===== src/rtl/tt_um_ole_moller_7_segment_to_priority_decoder.sv =====
// 7-segment + dp receiver: sync, glitch filter, decode back to priority index.
// Drives one-hot index, code, status flags, update strobe and sticky error.
module tt_um_ole_moller_7_segment_to_priority_decoder #(
  parameter int STABLE_CYCLES = 4
) (
  input  logic       clk,
  input  logic       rst_n,
  input  logic       ena,
  input  logic [7:0] ui_in,
  input  logic [7:0] uio_in,
  output logic [7:0] uo_out,
  output logic [7:0] uio_out,
  output logic [7:0] uio_oe
);

  typedef enum logic [1:0] {
    IDLE,
    SETTLE,
    LOCKED
  } state_t;

  localparam logic [3:0] STABLE = 4'(STABLE_CYCLES);
  localparam bit ONE_SHOT = (STABLE_CYCLES == 1);

  state_t     state;
  logic [7:0] s1;
  logic [7:0] s2;
  logic [7:0] cand;
  logic [3:0] cnt;
  logic [3:0] cnt_inc;
  logic [7:0] acc_word;
  logic       acc_pulse;
  logic       acc_new;

  logic [7:0] uo_q;
  logic [2:0] code_q;
  logic       valid_q;
  logic       empty_q;
  logic       err_q;
  logic       strobe_q;
  logic       sticky_q;

  logic       start_new;
  logic       accept;

  logic       d_valid;
  logic       d_empty;
  logic       d_err;
  logic [2:0] d_code;

  wire unused = &{1'b0, ena, uio_in};

  assign cnt_inc = cnt + 4'd1;

  always_comb begin
    start_new = 1'b0;
    accept    = 1'b0;
    unique case (state)
      IDLE:   start_new = 1'b1;
      SETTLE: start_new = (s2 != cand);
      LOCKED: start_new = (s2 != acc_word);
      default: start_new = 1'b1;
    endcase
    if (start_new)
      accept = ONE_SHOT;
    else
      accept = (state == SETTLE) && (cnt_inc == STABLE);
  end

  always_ff @(posedge clk or negedge rst_n) begin
    if (!rst_n) begin
      s1        <= '0;
      s2        <= '0;
      cand      <= '0;
      cnt       <= '0;
      acc_word  <= '0;
      acc_pulse <= 1'b0;
      acc_new   <= 1'b0;
      state     <= IDLE;
    end else begin
      s1        <= ui_in;
      s2        <= s1;
      acc_pulse <= 1'b0;
      if (accept) begin
        // A re-accepted word that is already on the outputs is not news.
        acc_word  <= s2;
        acc_pulse <= 1'b1;
        acc_new   <= (s2 != acc_word);
        cand      <= s2;
        cnt       <= '0;
        state     <= LOCKED;
      end else if (start_new) begin
        cand  <= s2;
        cnt   <= 4'd1;
        state <= SETTLE;
      end else if (state == SETTLE) begin
        cnt <= cnt_inc;
      end
    end
  end

  always_comb begin
    d_valid = 1'b0;
    d_empty = 1'b0;
    d_err   = 1'b0;
    d_code  = 3'd0;
    unique case (1'b1)
      (acc_word == 8'h80):                 d_empty = 1'b1;
      (acc_word[7] && acc_word[6:0] != 0): d_err = 1'b1;
      (acc_word == 8'h00):                 ;
      default: begin
        d_valid = 1'b1;
        unique case (acc_word[6:0])
          7'h3F: d_code = 3'd0;
          7'h06: d_code = 3'd1;
          7'h5B: d_code = 3'd2;
          7'h4F: d_code = 3'd3;
          7'h66: d_code = 3'd4;
          7'h6D: d_code = 3'd5;
          7'h7D: d_code = 3'd6;
          7'h07: d_code = 3'd7;
          default: begin
            d_valid = 1'b0;
            d_err   = 1'b1;
          end
        endcase
      end
    endcase
  end

  always_ff @(posedge clk or negedge rst_n) begin
    if (!rst_n) begin
      uo_q     <= '0;
      code_q   <= '0;
      valid_q  <= 1'b0;
      empty_q  <= 1'b0;
      err_q    <= 1'b0;
      strobe_q <= 1'b0;
      sticky_q <= 1'b0;
    end else begin
      strobe_q <= 1'b0;
      if (acc_pulse) begin
        uo_q     <= d_valid ? (8'd1 << d_code) : 8'd0;
        code_q   <= d_code;
        valid_q  <= d_valid;
        empty_q  <= d_empty;
        err_q    <= d_err;
        strobe_q <= acc_new;
        sticky_q <= sticky_q | d_err;
      end
    end
  end

  assign uo_out  = uo_q;
  assign uio_out = {sticky_q, strobe_q, err_q, empty_q, valid_q, code_q};
  assign uio_oe  = 8'hFF;

endmodule


===== config.mk =====
export PLATFORM = sky130hd
export DESIGN_NAME = tt_um_ole_moller_7_segment_to_priority_decoder
export DESIGN_NICKNAME = d
export VERILOG_FILES = /design/src/rtl/tt_um_ole_moller_7_segment_to_priority_decoder.sv
export SDC_FILE = /design/constraint.sdc
export NUM_CORES = 1
export LEC_CHECK = 0
export ABC_AREA = 1
export CAP_MARGIN = 0
export CORE_ASPECT_RATIO = 0.75
export CORE_MARGIN = 5
export CORE_UTILIZATION = 45
export DETAILED_ROUTE_END_ITERATION = 10
export PLACE_DENSITY = 0.69
export SYNTH_ARGS = -nofsm -noshare
export SYNTH_HDL_FRONTEND = slang
export SYNTH_SLANG_ARGS = --single-unit

===== constraint.sdc =====
create_clock -name clk -period 2.45 [get_ports clk]
set_clock_uncertainty 0.2 [all_clocks]
set_input_delay 0.49 -clock clk [delete_from_list [all_inputs] [get_ports clk]]
set_output_delay 0.49 -clock clk [all_outputs]
set_load 0.005 [all_outputs]

==> results.cfg <==
[route]
wire_per_inst_um = 11.7
vias = 1988
drt.antenna.violating_nets = 0
totalWireLength_um = 4810
drt_pass1_iterations = 4
via_per_inst = 4.83
drc = 0
drt_iter0_markers = 117

[placement]
post-dp-hpwl_um = 3580
dp_cells = 403
gp_congestion = 0.804
postPlaceCellArea_um2 = 2980
portBuffers = 25

[finish]
drive_above_1_share_pct = 11.1
stdcell_area_um2 = 3090
nNetsFinal = 355
area_delta_synth_final_pct = 13.1
fin_util_pct = 52.7
fill_cells = 565
fin_cells = 412
n_antenna_cell = 0

[run_status]
status = finished, final reports clean

[run]
cap_violations = 0

[synth]
ys_async_sr_fraction_pct = 100
syn-mean-instance-area_um2 = 8.77
netlist_instances = 311
synth.most_common_cell = nand2_1
yosysTopAreaCell = dfrtp_1
syn_area_um2 = 2730
yosys_most_used_dff = dfrtp_1
seq_area_frac_synth_pct = 51.4
synth_top_area_share_pct = 51.4
synth_enable_flop_cells = 0
yosys-top-cells-count = nand2_1 (105), dfrtp_1 (56), inv_1 (23)
ys.warnings.count = 0
synth-seq-cells = 56
synth_cell_types = 27
synth.area.top_cells = dfrtp_1 (51%), nand2_1 (14%), nand4_1 (4.6%)

[clock_network]
cts.htree.levels = 2
root_buffer = clkbuf_8
cts_tree = yes
clk_pin_slew_ns = 0.09
worstSkewPairLatency_ns = 0.30
cts_buffers = 5
cts_setup_buffers = 0
clock-sinks = 56
clock_path_buffers = 2

[worst_setup_path]
start_kind = flop
rr_worst_depth = 10
crit_fanout = 20
crit_required_ns = 2.45
endpoint_kind = flop
crit_family = compound AO/OA/AOI/OAI gates
worstSetupPathType = flop to flop
critPathArrivalTime_ns = 1.97
crit_chain = inv_2 > nand2_1 > nand2_1 > nand2_1 > nor2_1 > nand2_2 > a21oi_4 > nand2_4 > inv_2 > o21ai_2
timing.rr.start = acc_word[6]
reg2reg_to = cnt[0]
slowest_stage = a21oi_4
cp_common_cell = nand2_1
r2r_slack_ns = 0.48
cp_slowest_stage_delay_ns = 0.47
critPathBufInv = 2

[power_and_ir_drop]
leakage_nw = 1.46
finalPower_w = 0.00156
p_per_area_nw_per_um2 = 504
ir_drop_mv = 0.369

[timing]
finalHoldViolCount = 0
slew_viol_final = 0
rsz0062_at_grt = no
finalSetupViolations = 0
fmax_ghz = 0.508
tns_ns = 0
post-route-period-util_pct = 80.3
post-route-min-period_ns = 1.97
tightest_slew_ns = 0.559
slew_headroom_pct = 62.7

[worst_hold_path]
hold_path.class = flop to flop
hold_path_end = s2[5]
min_from = s1[5]
hold_depth = 0

[floorplanning]
io_pins = 43
std_cell_rows = 24
core_um2 = 5860
design.die.area_um2 = 7740
die_y_um = 77.4
initial_utilization_pct = 46.6
dieWidth_um = 99.9

[global_routing]
grt_max_degree = 35
grt_pass1_wl_um = 8760
first_global_vias = 1901
grt.total_usage_pct = 13.8
gr-total-overflow = 0
antenna_found_initial = 0
==> stage by stage <==
stage	setup slack [ns]	hold WS, ns
4_1_cts	0.472	0.159
3_5_place_dp	0.494	0.136
5_1_grt	0.282	0.172
6_report	0.483	0.153
2_1_floorplan	0.728	-0.00559
3_3_place_gp	0.509	0.132
==> worst max-delay path by stage <==
| stage | slack [ns] | to | cells past startpoint | from |
|---|---|---|---|---|
| after global placement | 0.51 | cnt[0] | 10 | acc_word[6] |
| after CTS | 0.47 | cnt[0] | 10 | acc_word[6] |
| final | 0.48 | cnt[0] | 10 | acc_word[6] |
| after floorplan | 0.73 | acc_word[0] | 10 | state[1] |
| after global routing | 0.28 | acc_word[5] | 9 | acc_word[6] |
| after detailed placement | 0.49 | cnt[0] | 10 | acc_word[6] |
==> cells in the final DEF, fill, tap and decap left out, types with 3 or more instances in the layout <==
master,count
clkbuf_8,6
inv_1,23
o21ai_0,3
nor2_1,22
clkdlybuf4s50_1,24
nor2_2,5
nand2_2,6
xnor2_1,12
dfrtp_1,56
o21ai_1,6
conb_1,8
nand3_1,9
nand4_1,20
inv_2,3
ha_1,3
nand2_1,105
o21ai_2,5
buf_4,3
==> layer usage <==
metal | global-route usage, % | wire [um] | up-vias
met5 | 0 | 0 | -
met4 | 3.27 | 49 | 0
met3 | 3.14 | 251 | 6
met2 | 20.8 | 2070 | 38
met1 | 20.1 | 2440 | 944
li1 | - | - | 1000
==> logic make-up after synthesis <==
family                   share of synthesized area [%]
buffers and inverters                             9.35
other                                            0.137
flip-flops                                        51.4
AO/OA/AOI/OAI                                     4.17
AND/OR/NAND/NOR                                   28.7
adder cells (fa/ha/maj)                           1.38
XOR/XNOR                                          4.49
multiplexers                                     0.367
==> report_power, final <==
| part | internal (W) | switching, W | leakage (nW) |
|---|---|---|---|
| clock | 0.000230 | 0.000286 | 0.0445 |
| combinational | 0.0000354 | 0.0000408 | 0.703 |
| sequential | 0.000944 | 0.0000187 | 0.717 |
==> layout make-up <==
| cell class | count | area, um^2 | area share, % |
|---|---|---|---|
| flip-flops and latches | 56 | 1400 | 45.4 |
| multi-input cells | 214 | 1100 | 35.6 |
| repair buffers | 30 | 298 | 9.65 |
| inverters | 26 | 97.6 | 3.16 |
| well taps | 78 | 97.6 | 3.16 |
| clock buffers | 7 | 86.3 | 2.80 |
| clock inverters | 1 | 7.51 | 0.243 |
==> repair_timing <==
item                                   4_1_cts  5_1_grt
gates resized for setup                      0        0
endpoints found under the hold margin       22        0
hold buffers                                 1        0
==> flip-flops by register name, summed over array words and instances, names as in the netlist, 2 cells and up <==
name	cells
code_q	3
s1	8
uo_out	8
acc_word	8
state	2
cand	8
s2	8
cnt	4
Note: power is estimated with default switching activity, not from simulation.
